`src/rtl/ppu_timing_pkg.sv`:
```
// Default PPU video timing constants (NTSC-like SNES values) and the shared
// 9-bit dot/line count type used by the timing generator and its counter.
package ppu_timing_pkg;

   typedef logic [8:0] count_t;

   localparam int unsigned H_TOTAL_DEF      = 341;
   localparam int unsigned V_TOTAL_DEF      = 262;
   localparam int unsigned HSYNC_LEN_DEF    = 25;
   localparam int unsigned BURST_START_DEF  = 28;
   localparam int unsigned BURST_LEN_DEF    = 12;
   localparam int unsigned HBLANK_START_DEF = 274;
   localparam int unsigned HBLANK_END_DEF   = 22;
   localparam int unsigned VBLANK_START_DEF = 225;
   localparam int unsigned VSYNC_START_DEF  = 240;
   localparam int unsigned VSYNC_LEN_DEF    = 3;

endpackage

```
`src/rtl/ppu_dot_line_counter.sv`:
```
// Free-running dot (h) and line (v) counter. Advances one dot per enabled
// cycle; the line counter steps when the dot counter wraps.
module ppu_dot_line_counter
   import ppu_timing_pkg::*;
#(
   parameter int unsigned H_TOTAL = H_TOTAL_DEF,
   parameter int unsigned V_TOTAL = V_TOTAL_DEF
) (
   input  logic       clock,
   input  logic       reset,
   input  logic       enable,
   output logic [8:0] h_count,
   output logic [8:0] v_count
);

   localparam count_t H_LAST = count_t'(H_TOTAL - 1);
   localparam count_t V_LAST = count_t'(V_TOTAL - 1);

   // Step the dot counter, carrying into the line counter at end of line and
   // wrapping the line counter at end of frame; reset is active low.
   always_ff @(posedge clock or negedge reset) begin
      if (!reset) begin
         h_count <= '0;
         v_count <= '0;
      end else if (enable) begin
         if (h_count == H_LAST) begin
            h_count <= '0;
            if (v_count == V_LAST) begin
               v_count <= '0;
            end else begin
               v_count <= v_count + 9'd1;
            end
         end else begin
            h_count <= h_count + 9'd1;
         end
      end
   end

endmodule

```
`src/rtl/ppu_timing_gen.sv`:
```
// PPU video timing generator: decodes burst, composite sync and blanking from
// the dot/line counter and registers them, so every decoded output trails the
// counter value it was derived from by one enabled cycle.
module ppu_timing_gen
   import ppu_timing_pkg::*;
#(
   parameter int unsigned H_TOTAL      = H_TOTAL_DEF,
   parameter int unsigned V_TOTAL      = V_TOTAL_DEF,
   parameter int unsigned HSYNC_LEN    = HSYNC_LEN_DEF,
   parameter int unsigned BURST_START  = BURST_START_DEF,
   parameter int unsigned BURST_LEN    = BURST_LEN_DEF,
   parameter int unsigned HBLANK_START = HBLANK_START_DEF,
   parameter int unsigned HBLANK_END   = HBLANK_END_DEF,
   parameter int unsigned VBLANK_START = VBLANK_START_DEF,
   parameter int unsigned VSYNC_START  = VSYNC_START_DEF,
   parameter int unsigned VSYNC_LEN    = VSYNC_LEN_DEF
) (
   input  logic       clock,
   input  logic       reset,
   input  logic       enable_i,
   output logic       burst_n,
   output logic       csync_n,
   output logic       hblank,
   output logic       vblank,
   output logic       frame_start_o,
   output logic [8:0] h_count_o,
   output logic [8:0] v_count_o
);

   // Reject illegal timing at elaboration: ranges must sit inside the totals
   // and the hblank window must wrap through dot 0.
   if (!(H_TOTAL <= 512 && V_TOTAL <= 512 &&
         HSYNC_LEN <= H_TOTAL &&
         BURST_START + BURST_LEN <= H_TOTAL &&
         HBLANK_START < H_TOTAL && HBLANK_END < HBLANK_START &&
         VBLANK_START < V_TOTAL &&
         VSYNC_START + VSYNC_LEN <= V_TOTAL)) begin : g_bad_params
      $fatal(1, "ppu_timing_gen: illegal timing parameters");
   end

   // Compare bounds are widened to 10 bits so start+length sums never wrap.
   localparam logic [9:0] HS_END   = 10'(HSYNC_LEN);
   localparam logic [9:0] BS_START = 10'(BURST_START);
   localparam logic [9:0] BS_END   = 10'(BURST_START + BURST_LEN);
   localparam logic [9:0] HB_START = 10'(HBLANK_START);
   localparam logic [9:0] HB_END   = 10'(HBLANK_END);
   localparam logic [9:0] VB_START = 10'(VBLANK_START);
   localparam logic [9:0] VS_START = 10'(VSYNC_START);
   localparam logic [9:0] VS_END   = 10'(VSYNC_START + VSYNC_LEN);

   logic [8:0] h_count;
   logic [8:0] v_count;
   logic [9:0] h_wide;
   logic [9:0] v_wide;
   logic       hs;
   logic       vs;
   logic       csync_d;
   logic       burst_d;
   logic       hblank_d;
   logic       vblank_d;
   logic       frame_start_d;

   ppu_dot_line_counter #(
      .H_TOTAL (H_TOTAL),
      .V_TOTAL (V_TOTAL)
   ) u_counter (
      .clock   (clock),
      .reset   (reset),
      .enable  (enable_i),
      .h_count (h_count),
      .v_count (v_count)
   );

   assign h_count_o = h_count;
   assign v_count_o = v_count;

   // Pure decode of the current (h, v); csync is serrated on vsync lines and
   // burst is suppressed there.
   always_comb begin
      h_wide        = {1'b0, h_count};
      v_wide        = {1'b0, v_count};
      hs            = (h_wide < HS_END);
      vs            = (v_wide >= VS_START) && (v_wide < VS_END);
      csync_d       = vs ? !hs : hs;
      burst_d       = (h_wide >= BS_START) && (h_wide < BS_END) && !vs;
      hblank_d      = (h_wide >= HB_START) || (h_wide < HB_END);
      vblank_d      = (v_wide >= VB_START);
      frame_start_d = (h_count == 9'd0) && (v_count == 9'd0);
   end

   // Register the decode on enabled cycles only, so a paused generator holds
   // every output (including frame_start_o) exactly where it was.
   always_ff @(posedge clock or negedge reset) begin
      if (!reset) begin
         burst_n       <= 1'b1;
         csync_n       <= 1'b1;
         hblank        <= 1'b0;
         vblank        <= 1'b0;
         frame_start_o <= 1'b0;
      end else if (enable_i) begin
         burst_n       <= !burst_d;
         csync_n       <= !csync_d;
         hblank        <= hblank_d;
         vblank        <= vblank_d;
         frame_start_o <= frame_start_d;
      end
   end

endmodule

```
`config.mk`:
```
export PLATFORM = sky130hd
export DESIGN_NAME = ppu_timing_gen
export DESIGN_NICKNAME = d
export VERILOG_FILES = /design/src/rtl/ppu_timing_pkg.sv /design/src/rtl/ppu_dot_line_counter.sv /design/src/rtl/ppu_timing_gen.sv
export SDC_FILE = /design/constraint.sdc
export NUM_CORES = 1
export LEC_CHECK = 0
export BUFFER_PORTS_ARGS = -buffer_cell sky130_fd_sc_hd__buf_2
export CORE_MARGIN = 3
export CORE_UTILIZATION = 49
export CTS_CLUSTER_DIAMETER = 50
export CTS_CLUSTER_SIZE = 30
export DETAILED_ROUTE_END_ITERATION = 8
export GPL_ROUTABILITY_DRIVEN = 0
export HOLD_SLACK_MARGIN = 0.1
export PLACE_DENSITY = 0.83
export SYNTH_ARGS = -nofsm -noshare
export SYNTH_HDL_FRONTEND = slang
export SYNTH_SLANG_ARGS = --single-unit
export TNS_END_PERCENT = 100
```
`constraint.sdc`:
```
create_clock -name clock -period 1.64 [get_ports clock]
set_clock_uncertainty 0.1 [all_clocks]
set_input_delay 0.082 -clock clock [delete_from_list [all_inputs] [get_ports clock]]
set_output_delay 0.082 -clock clock [all_outputs]
set_load 0.03 [all_outputs]
```
==> results of run 1 <==
## where the power goes
| group | switching (mW) | total, mW | internal, mW |
|---|---|---|---|
| clock | 0.196 | 0.291 | 0.0957 |
| sequential | 0.0906 | 0.775 | 0.684 |
| combinational | 0.552 | 0.891 | 0.338 |
| total | 0.839 | 1.96 | 1.12 |
## flip-flops by register name (all words and copies together) (netlist names)
| signal | cells |
|---|---|
| vblank | 1 |
| burst_n | 1 |
| hblank | 1 |
| csync_n | 1 |
| frame_start_o | 1 |
| u_counter.h_count | 9 |
| u_counter.v_count | 9 |
## worst min-delay path by stage
stage	from	slack, ns	end	cells past startpoint
global placement	reset	-0.02	u_counter.h_count[4]	1
global route	enable_i	0.13	u_counter.h_count[6]	3
CTS	enable_i	0.11	u_counter.v_count[0]	4
floorplan	reset	-0.31	frame_start_o	0
detailed placement	reset	-0.01	u_counter.h_count[4]	1
finish	enable_i	0.12	u_counter.v_count[8]	4
## worst register-to-register path: cells and delay by family, from the launching register on
family	cells	cell delay [ns]
AND/OR/NAND/NOR	3	0.66
flip-flops	1	0.44
AO/OA/AOI/OAI	1	0.18
adder cells (fa/ha/maj)	1	0.14
buffers and inverters	1	0.08
## timing repair
| item | CTS | global route |
|---|---|---|
| setup buffers | 2 | 7 |
| resized for setup | 9 | 10 |
| endpoints found under the setup margin | 4 | 14 |
| gates cloned | 0 | 0 |
| endpoints found under the hold margin | 27 | 0 |
| pin swaps | 1 | 1 |
| hold buffers | 4 | 0 |
## synthesized netlist by cell type, types with 2 or more instances
cell,n
a21o_1,2
a21oi_1,8
a31oi_1,3
and3_1,7
and4b_1,2
buf_4,4
buf_6,4
clkbuf_1,2
dfrtp_1,21
dfstp_2,2
ha_1,5
inv_1,8
mux2_2,2
nand2_1,8
nand3_1,9
nand4_1,4
nor2_1,6
nor3_1,4
nor4_1,2
o21ai_0,4
o21ai_1,6
o22ai_1,2
o2bb2ai_1,2
o31ai_1,3
xnor2_1,4
## logic make-up after synthesis
logic type | share of synthesized area, %
mux | 2.38
buf+inv | 8.23
xor+xnor | 3.20
simple gates | 22.9
fa+ha+maj | 4.57
flops | 42.2
compound gates | 16.5
## routing by layer
metal / up-vias / wire length, um / track usage [%]
met5: - / 0 / 0
met4: 0 / 119 / 7.44
met2: 60 / 1760 / 39.3
met1: 650 / 1590 / 30.7
met3: 18 / 258 / 2.85
li1: 616 / - / -
## layout make-up
| cell class | count | share of cell area [%] |
|---|---|---|
| multi-input cells | 101 | 42.5 |
| flip-flops and latches | 23 | 33.2 |
| repair buffers | 52 | 19.1 |
| well taps | 30 | 2.12 |
| inverters | 8 | 1.69 |
| clock buffers | 4 | 1.48 |
## metrics by stage
step,hold WS (ns),worst slack (ns),cells,utilization [%],power [mW]
floorplan,-0.314,-0.0482,142,-,1.37
global placement,-0.0198,0.0444,202,62.0,1.58
detailed placement,-0.0109,-0.0430,202,62.0,1.61
CTS,0.114,-0.0138,212,66.6,1.90
global route,0.135,-0.103,218,69.1,2.06
finish,0.116,-0.0342,218,69.1,1.96
==> summary.txt, run 1 <==
Run status
  – Status: complete, but fails checks
  – Violated checks: negative setup slack

Synth
  – Sequential fraction of the synthesis area: 42.2%
  – Yosys top cell area share: 38.4%
  – Yosys warns: 0
  – Dominant cells by area after synthesis: dfrtp_1, ha_1, dfstp_2, nand3_1, buf_6
  – Async SR Flop Fraction: 100%
  – Avg Cell Area, Syn: about 9.6 um^2
  – EDFF count, synth: 0
  – Post-synthesis register bit count: 23
  – Mapped Cells: 142
  – Distinct cells, synth: 43
  – Largest area contributor in the netlist: dfrtp_1
  – Prevailing post-synth register cell: dfrtp_1
  – Syn Nets: 150
  – Post-Syn Area: 0.00137 mm^2

CTS
  – Root buf cell: clkbuf_4
  – H-tree lvl count: 1
  – Clk buf depth: 2
  – Worst-Skew Late Latency: 0.34 ns
  – Num Clock Sinks: 23
  – Clock Pin Slew Worst Setup and Hold Paths: approximately 0.14 ns
  – CTS tree: built
  – Number of CTS-inserted buffers: 3

STA
  – RSZ-0062 raised after global routing: true
  – Final Max Slew Viols: 0
  – Setup TNS: -0.0641 ns
  – Maximum clock rate: approximately 0.6 GHz
  – Hold Vio Cnt, Final: 0
  – Crit share post-route: 102%
  – Setup ws final: -0.0342 ns
  – Slew HR: 65.3%
  – Final setup viols: 2
  – Least-Margin Pin Slew: roughly 0.52 ns
  – Min Clock Period, post-route: 1.67 ns

Power and ir drop
  – LEAKAGE: 0.815 nW
  – Power Dens Cells: 1100 mW/mm^2
  – Worst VDD drop: 0.987 mV

Worst hold path
  – Hold WC Path Type: input pin to flop

Route
  – Detailed Route Iter0 Violations: between 70 and 80
  – Vias per Instance: 6.17
  – Routed via count: 1,344
  – TritonRoute pass-1 iters: 5
  – WL/cell: 17.1 um
  – Total Routed Length: 3.72 mm
  – Antenna-violating nets left: 0
  – DRC Markers: 0

Global routing
  – Initial antenna violation count: 0
  – Vias in the first global route: about 1,300
  – Largest net degree at the start of global routing: 24
  – First-pass GRT wire length: 6.07 mm
  – Total track usage: 23.2%
  – Total grt overflow: 0

Cells and area
  – Most common cell after layout, fill and taps aside: buf_2
  – Multi-input gate area: 753 um^2
  – Fillers: 183
  – Most frequent cells in the layout: buf_2, buf_4, dfrtp_1
  – Layout cells sized above 1: 42.6%
  – Cell area after layout: 0.00177 mm^2
  – Area grow syn2layout: 29.5%
  – Layout net count: 197
  – Ant diodes: 0
  – Register area: about 600 um^2

Worst setup path
  – Crit end category: flop
  – Worst reg-to-reg setup slack: -0.03 ns
  – CP max FO: 8
  – CP startpoint: u_counter.h_count[0]
  – CP delay by family, top: simple AND/OR/NAND/NOR gates
  – Startpoint Class: flop
  – Stages on the worst setup path: 6
  – Slowest cell on the critical path: dfrtp_2
  – CP Data Arrival Time: 1.84 ns
  – Worst r2r src: u_counter.h_count[0]
  – Reg2Reg Depth: 6
  – Kind of critical path: flop to flop
  – Max incr delay on CP: 0.44 ns
  – Crit path capture: u_counter.v_count[3]
  – R2R Path End: u_counter.v_count[3]
  – CP bufs+invs: 1
  – CP cell instances: inv_2 -> ha_4 -> and4b_2 -> and3_4 -> nand2_4 -> o31ai_4
  – CP required: between 1.5 and 2 ns

Flow run
  – Max_cap viols: 0

Floorplan
  – Starting Density: between 50% and 60%
  – Row Count: 18
  – Die span in y: 58.9 um
  – # IOs: 26
  – Die ar.: 0.00346 mm^2
  – Core area: 0.00257 mm^2
  – Chip width: 58.9 um

Placement
  – Placed cell area: 0.00159 mm^2
  – Port-buffer cells: 25
  – Post-DP HPWL: 2.46 mm
Note: power is estimated with default switching activity, not from simulation.
==> inputs of run 2 (changes only) <==
--- a/config.mk
+++ b/config.mk
@@ -6,6 +6,7 @@
 export NUM_CORES = 1
 export LEC_CHECK = 0
 export BUFFER_PORTS_ARGS = -buffer_cell sky130_fd_sc_hd__buf_2
+export CORE_ASPECT_RATIO = 0.8
 export CORE_MARGIN = 3
 export CORE_UTILIZATION = 49
 export CTS_CLUSTER_DIAMETER = 50
==> run 2 against run 1 <==
Against the previous run: the flow still finishes with violations (negative setup slack); critical path depth unchanged; global-route usage decreased by 1.3 points; register-to-register slack about the same; die area increased by 0.11%; hold slack improved by 0.041 ns; non-clock buffer count decreased by 2; utilization increased by 0.83 points; flip-flop and latch count unchanged; cell count increased by 1.8%; sequential share of layout area decreased by 0.070 points; critical endpoint unchanged; largest cell class unchanged; largest power group unchanged.
==> summary.txt, run 2 (same netlist as run 1, synthesis figures left out) <==
Run status
  – Status: complete, but fails checks
  – Violated checks: negative setup slack

Power and ir drop
  – Comb pwr share: 47.3% (+1.8 points)
  – Sequential Power Share: 39.3% (-0.3 points)
  – Clk pwr share: 13.4% (-1.5 points)
  – Design Power: 1.96 mW (about the same)
  – LEAKAGE: 0.826 nW (+1.3%)
  – Power Dens Cells: 1100 mW/mm^2 (-0.14%)
  – Worst VDD drop: 0.805 mV (-18%)
  – Cell-internal power: 1.15 mW (+2.9%)
  – Net Sw Power: 0.808 mW (-3.7%)
  – Sw Share: 41.2% (-1.6 points)

STA
  – Crit share post-route: 101% (-0.67 points)
  – Min Clock Period, post-route: 1.66 ns (-0.0109 ns)
  – Setup TNS: -0.0406 ns (+0.0235 ns)
  – Final Max Slew Viols: 0 (unchanged)
  – Setup ws final: -0.0233 ns (+0.0109 ns)
  – Least-Margin Pin Slew: 0.515 ns (-0.00540 ns)
  – Hold Vio Cnt, Final: 0 (unchanged)
  – Final setup viols: 2 (unchanged)
  – Slew HR: 65.7% (+0.36 points)
  – Maximum clock rate: 0.601 GHz (+0.66%)
  – RSZ-0062 raised after global routing: true
  – Final hold slack: 0.158 ns (+0.0414 ns)

Worst setup path
  – Slowest cell on the critical path: dfrtp_2
  – Crit path capture: u_counter.v_count[3]
  – CP Data Arrival Time: 1.79 ns (-0.05 ns)
  – Max incr delay on CP: 0.45 ns (about the same)
  – R2R Path End: u_counter.v_count[3]
  – Startpoint Class: flop
  – Crit end category: flop
  – Worst reg-to-reg setup slack: -0.02 ns (about the same)
  – CP cell instances: inv_2 -> ha_4 -> and4b_2 -> and3_4 -> nand2_4 -> o31ai_1
  – CP required: 1.77 ns (-0.03 ns)
  – Kind of critical path: flop to flop
  – Reg2Reg Depth: 6 (unchanged)
  – CP startpoint: u_counter.h_count[1]
  – CP max FO: 8 (unchanged)
  – Worst r2r src: u_counter.h_count[1]

CTS
  – Number of CTS-inserted buffers: 3 (unchanged)
  – Clk buf depth: 2 (unchanged)
  – Worst-Skew Late Latency: 0.31 ns (-0.03 ns)
  – CTS tree: built
  – H-tree lvl count: 1 (unchanged)
  – Root buf cell: clkbuf_4
  – Clock Pin Slew Worst Setup and Hold Paths: 0.12 ns (-0.02 ns)
  – Num Clock Sinks: 23 (unchanged)

Route
  – Vias per Instance: 5.85 (-5.2%)
  – Detailed Route Iter0 Violations: 46 (-37%)
  – Routed via count: 1,298 (-3.4%)
  – DRC Markers: 0 (unchanged)
  – Total Routed Length: 3.49 mm (-6.3%)
  – TritonRoute pass-1 iters: 4 (-1)
  – WL/cell: 15.7 um (-8.0%)
  – Antenna-violating nets left: 0 (unchanged)

Placement
  – Post-DP HPWL: 2.53 mm (+3.1%)
  – Port-buffer cells: 25 (unchanged)
  – Pre-CTS setup slack: -0.0565 ns (-0.0134 ns)

Global routing
  – Vias in the first global route: 1,210 (-4.6%)
  – First-pass GRT wire length: 5.71 mm (-6.0%)
  – Total grt overflow: 0 (unchanged)
  – Total track usage: 21.9% (-1.3 points)
  – Initial antenna violation count: 0 (unchanged)
  – Largest net degree at the start of global routing: 24 (unchanged)

Floorplan
  – Die span in y: 53.3 um (-9.5%)
  – Die ar.: 0.00347 mm^2 (+0.11%)
  – Starting Density: 53.8% (+0.52 points)
  – Row Count: 16 (-2)
  – # IOs: 26 (unchanged)
  – Chip width: 65.1 um (+11%)
  – Core area: 0.00254 mm^2 (-0.97%)

Cells and area
  – Layout net count: 195 (-1.0%)
  – Fin util: 69.9% (+0.83 points)
  – Area grow syn2layout: 29.8%
  – Fillers: 210 (+15%)
  – Most common cell after layout, fill and taps aside: buf_2
  – Ant diodes: 0 (unchanged)
  – Regs by FF count: u_counter.h_count x9, u_counter.v_count x9
  – Most frequent cells in the layout: buf_2, buf_4, dfrtp_1
  – Layout cells sized above 1: 43.5% (+1.0 points)

Worst hold path
  – Hold WC Path Type: input pin to asynchronous set/reset pin

Flow run
  – Max_cap viols: 0 (unchanged)
==> run 2: worst min path at each step <==
| stage | end | slack [ns] | cells after the start | start |
|---|---|---|---|---|
| after floorplan | frame_start_o | -0.31 | 0 | reset |
| after global placement | hblank | -0.02 | 1 | reset |
| after detailed placement | hblank | -0.008 | 1 | reset |
| after CTS | u_counter.h_count[4] | 0.17 | 2 | reset |
| after global routing | u_counter.v_count[3] | 0.19 | 2 | reset |
| final | hblank | 0.16 | 2 | reset |
==> run 2: power groups by stage <==
| stage | logic [mW] | registers, mW | clock network [mW] |
|---|---|---|---|
| final | 0.926 | 0.771 | 0.262 |
| after global routing | 0.984 | 0.785 | 0.293 |
| after CTS | 0.885 | 0.765 | 0.275 |
| after detailed placement | 0.845 | 0.776 | 0 |
| after global placement | 0.804 | 0.768 | 0 |
| after floorplan | 0.413 | 0.962 | 0 |
==> run 2: cell type report <==
type / instances / area, um^2 / area share (%)
repair buffers: 50 / 318 / 17.9
inverters: 8 / 30.0 / 1.69
clock buffers: 4 / 26.3 / 1.48
well taps: 36 / 45.0 / 2.54
flip-flops and latches: 23 / 588 / 33.1
multi-input cells: 101 / 769 / 43.3
==> run 2: what timing repair did <==
| action | 4_1_cts | 5_1_grt |
|---|---|---|
| hold buffers | 2 | 0 |
| resized for setup | 6 | 11 |
| buffers inserted | 4 | 4 |
| setup endpoints to repair | 7 | 14 |
| pin swaps | 1 | 3 |
| endpoints found under the hold margin | 26 | 0 |
==> run 2: worst max-delay path, delay by kind of cell (launching register included) <==
family / cells / cell delay [ns]
AND/OR/NAND/NOR: 3 / 0.62
flip-flops: 1 / 0.45
adder cells (fa/ha/maj): 1 / 0.13
buffers and inverters: 1 / 0.08
AO/OA/AOI/OAI: 1 / 0.20
==> run 2: through the flow <==
stage / std cells / cell area, um^2
after floorplan: 142 / 1400
after global placement: 209 / 1620
after detailed placement: 209 / 1620
after CTS: 218 / 1690
after global routing: 222 / 1780
final: 222 / 1780
==> run 2: metal layers <==
metal | vias to the layer above | part of all wire (%) | track usage [%]
met5 | - | 0 | 0
met4 | 0 | 1.2 | 8.28
met2 | 46 | 48 | 36.0
met3 | 5 | 6.4 | 5.94
met1 | 638 | 45 | 27.7
li1 | 609 | - | -
==> inputs of run 3 (changes only) <==
--- a/config.mk
+++ b/config.mk
@@ -5,10 +5,11 @@
 export SDC_FILE = /design/constraint.sdc
 export NUM_CORES = 1
 export LEC_CHECK = 0
+export ABC_AREA = 1
 export BUFFER_PORTS_ARGS = -buffer_cell sky130_fd_sc_hd__buf_2
 export CORE_ASPECT_RATIO = 0.8
 export CORE_MARGIN = 3
-export CORE_UTILIZATION = 49
+export CORE_UTILIZATION = 50
 export CTS_CLUSTER_DIAMETER = 50
 export CTS_CLUSTER_SIZE = 30
 export DETAILED_ROUTE_END_ITERATION = 8
==> run 3 against run 2 <==
Against the previous run: die area up 4.9%; fmax up 5.1%; largest cell class unchanged; sequential power up 3.6%; the flow now finishes without violations; hold slack better by 0.057 ns; power up 3.1%; global-route usage up 0.23 points.
==> summary.txt, run 3 <==
CTS
  – Clock Pin Slew Worst Setup and Hold Paths: 0.08 ns (-0.04 ns)
  – Num Clock Sinks: 23 (unchanged)
  – CTS tree: built
  – Clk buf depth: 2 (unchanged)
  – Worst-Skew Late Latency: 0.26 ns (-0.05 ns)
  – H-tree lvl count: 1 (unchanged)
  – Root buf cell: clkbuf_8
  – Number of CTS-inserted buffers: 3 (unchanged)

Floorplan
  – Core area: 0.00262 mm^2 (+3.1%)
  – Row Count: 16 (unchanged)
  – Die ar.: 0.00364 mm^2 (+4.9%)
  – Starting Density: 56.2% (+2.4 points)
  – # IOs: 26 (unchanged)
  – Chip width: 66.7 um (+2.5%)
  – Die span in y: 54.6 um (+2.4%)

Cells and area
  – Fin cells: 284 (+28%)
  – Layout net count: 257 (+32%)
  – Layout cells sized above 1: 23.0% (-21 points)
  – Multi-input gate area: 800 um^2 (+3.9%)
  – Most common cell after layout, fill and taps aside: nand2_1
  – Register area: 578 um^2 (-1.7%)
  – Most frequent cells in the layout: nand2_1, inv_1, nor2_1
  – Area grow syn2layout: 23.7%
  – Regs by FF count: u_counter.h_count x9, u_counter.v_count x9
  – Fin util: 69.5% (-0.37 points)
  – Fillers: 202 (-3.8%)
  – Ant diodes: 0 (unchanged)

Worst hold path
  – Hold WC Path Type: input pin to asynchronous set/reset pin

Synth
  – Post-synth top cells: nand2_1, inv_1, nor2_1
  – Post-Syn Area: 0.00147 mm^2 (+7.7%)
  – Xor and xnor area share after synthesis: 2.38% (-0.82 points)
  – Sequential fraction of the synthesis area: 39.2% (-3.0 points)
  – Most frequent cell after synthesis: nand2_1
  – Avg Cell Area, Syn: 7.02 um^2 (-27%)
  – Yosys warns: 0 (unchanged)
  – Post-Synth Adder-Cell Area: 4.24% (-0.33 points)
  – Post-synthesis mux area share: 0% (-2.4 points)
  – EDFF count, synth: 0 (unchanged)
  – Post-Synth Simple-Gate Area: 37.3% (+14 points)
  – Syn Nets: 218 (+45%)
  – Yosys top cell area share: 35.7% (-2.7 points)
  – Synth Area in Compound Gates: 8.15% (-8.4 points)
  – Mapped Cells: 210 (+48%)
  – Async SR Flop Fraction: 100% (unchanged)
  – Dominant cells by area after synthesis: dfrtp_1, nand2_1, nand3_1, inv_1, nor2_1
  – Largest family of logic cells by synthesized area: simple AND/OR/NAND/NOR gates
  – Largest area contributor in the netlist: dfrtp_1
  – Post-synthesis register bit count: 23 (unchanged)
  – Distinct cells, synth: 25 (-42%)
  – Prevailing post-synth register cell: dfrtp_1

STA
  – Setup ws final: 0.0573 ns (+0.0806 ns)
  – Min Clock Period, post-route: 1.58 ns (-0.0806 ns)
  – Final Max Slew Viols: 0 (unchanged)
  – Final hold slack: 0.215 ns (+0.0574 ns)
  – Final setup viols: 0 (-2)
  – Hold Vio Cnt, Final: 0 (unchanged)
  – Slew HR: 66.0% (+0.30 points)
  – Least-Margin Pin Slew: 0.510 ns (-0.00447 ns)
  – Crit share post-route: 96.5% (-4.9 points)
  – Setup TNS: 0 ns (+0.0406 ns)
  – Maximum clock rate: 0.632 GHz (+5.1%)

Route
  – Detailed Route Iter0 Violations: 223 (+380%)
  – DRC Markers: 0 (unchanged)
  – Routed via count: 1,578 (+22%)
  – TritonRoute pass-1 iters: 8 (+4)
  – Vias per Instance: 5.56 (-5.0%)
  – Antenna-violating nets left: 0 (unchanged)
  – Total Routed Length: 3.98 mm (+14%)
  – WL/cell: 14.0 um (-11%)

Worst setup path
  – Most used cell, CP: nand2_1
  – CP required: 1.74 ns (-0.03 ns)
  – CP Data Arrival Time: 1.68 ns (-0.11 ns)
  – Slowest cell on the critical path: dfrtp_1
  – CP max FO: 6 (-2)
  – Crit end category: flop
  – CP delay by family, top: simple AND/OR/NAND/NOR gates
  – Kind of critical path: flop to flop
  – Max incr delay on CP: 0.42 ns (-0.03 ns)
  – CP bufs+invs: 2 (+1)
  – CP cell instances: inv_2 -> ha_4 -> nand2_1 -> nor2_2 -> nand2_2 -> nor2_4 -> clkbuf_16 -> nand2_1 -> o21ai_2
  – Worst reg-to-reg setup slack: 0.06 ns (+0.08 ns)
  – Startpoint Class: flop

Placement
  – Pre-CTS setup slack: -0.00430 ns (+0.0522 ns)
  – # placed instances: 274 (+31%)
  – Port-buffer cells: 25 (unchanged)
  – Post-DP HPWL: 2.75 mm (+8.5%)

Power and ir drop
  – Worst VDD drop: 0.536 mV (-33%)
  – Power Dens Cells: 1110 mW/mm^2 (+0.46%)
  – LEAKAGE: 0.931 nW (+13%)

Global routing
  – Met1 GRT Util: 32.9% (+5.2 points)
  – Met3 usage: 4.93% (-1.0 points)
  – First-pass GRT wire length: 5.96 mm (+4.5%)
  – Total grt overflow: 0 (unchanged)
  – Largest net degree at the start of global routing: 24 (unchanged)
  – GRT busiest layer: met1
  – Total track usage: 22.1% (+0.23 points)
  – Vias in the first global route: 1,285 (+6.2%)
  – GR Layer Usage met2: 32.1% (-3.9 points)
  – Initial antenna violation count: 0 (unchanged)

Run status
  – Status: complete, no violations

Flow run
  – Max_cap viols: 0 (unchanged)
run 3: cell types whose count changed after synthesis, sizes merged, moves of 4 or more:
cell,previous run,this run
inv,8,30
nand3,10,23
nand2,10,62
o21ai,10,16
and3,7,1
nor2,6,30
xnor2,4,0
buf,8,2
run 3: per-layer routing:
layer	up-vias	routed length [um]	share of wire (%)
met2	119	1760	44
met3	18	466	12
met4	0	89	2.2
met1	700	1670	42
met5	-	0	0
li1	741	-	-
run 3: cells by family (layout without fill, tap and decap cells):
kind of cell / Yosys count / count (layout)
AO/OA/AOI/OAI: 22 / 22
XOR/XNOR: 4 / 4
adder cells (fa/ha/maj): 5 / 5
buffers and inverters: 32 / 70
flip-flops: 23 / 23
AND/OR/NAND/NOR: 124 / 124
run 3: what timing repair did:
action                                  in CTS  in global routing
buffers inserted                             1                  2
endpoints found under the hold margin       28                  0
gates resized for setup                      0                  9
endpoints found under the setup margin       2                 13
cloned                                       0                  1
pin swaps                                    1                  4
hold buffers                                 2                  0
run 3: path summary, 6_finish.rpt:
check / startpoint / end / depth (start not counted)
max in group asynchronous: reset / csync_n / 2
hold / removal: reset / u_counter.v_count[4] / 2
hold reg to reg: burst_n / burst_n / 2
setup / recovery: u_counter.h_count[0] / u_counter.v_count[7] / 9
setup reg to reg: u_counter.h_count[0] / u_counter.v_count[7] / 9
min in group clock: burst_n / burst_n / 2
run 3: through the flow:
stage / cell area (um^2) / power (mW)
after floorplan: 1470 / 1.32
after global placement: 1670 / 1.58
after detailed placement: 1670 / 1.59
after CTS: 1750 / 1.94
after global routing: 1820 / 2.14
final: 1820 / 2.02
run 3: cell type report:
type	instances	share of cell area, %
clock buffer	4	2.47
sequential	23	31.7
multi-input combinational	155	43.9
inverter	30	6.18
tap	36	2.47
timing repair buffer	36	13.3
run 3: report_power, final:
part / switching (mW) / internal, mW / total (mW)
Sequential: 0.133 / 0.667 / 0.799
Combinational: 0.600 / 0.270 / 0.870
Clock: 0.176 / 0.173 / 0.349
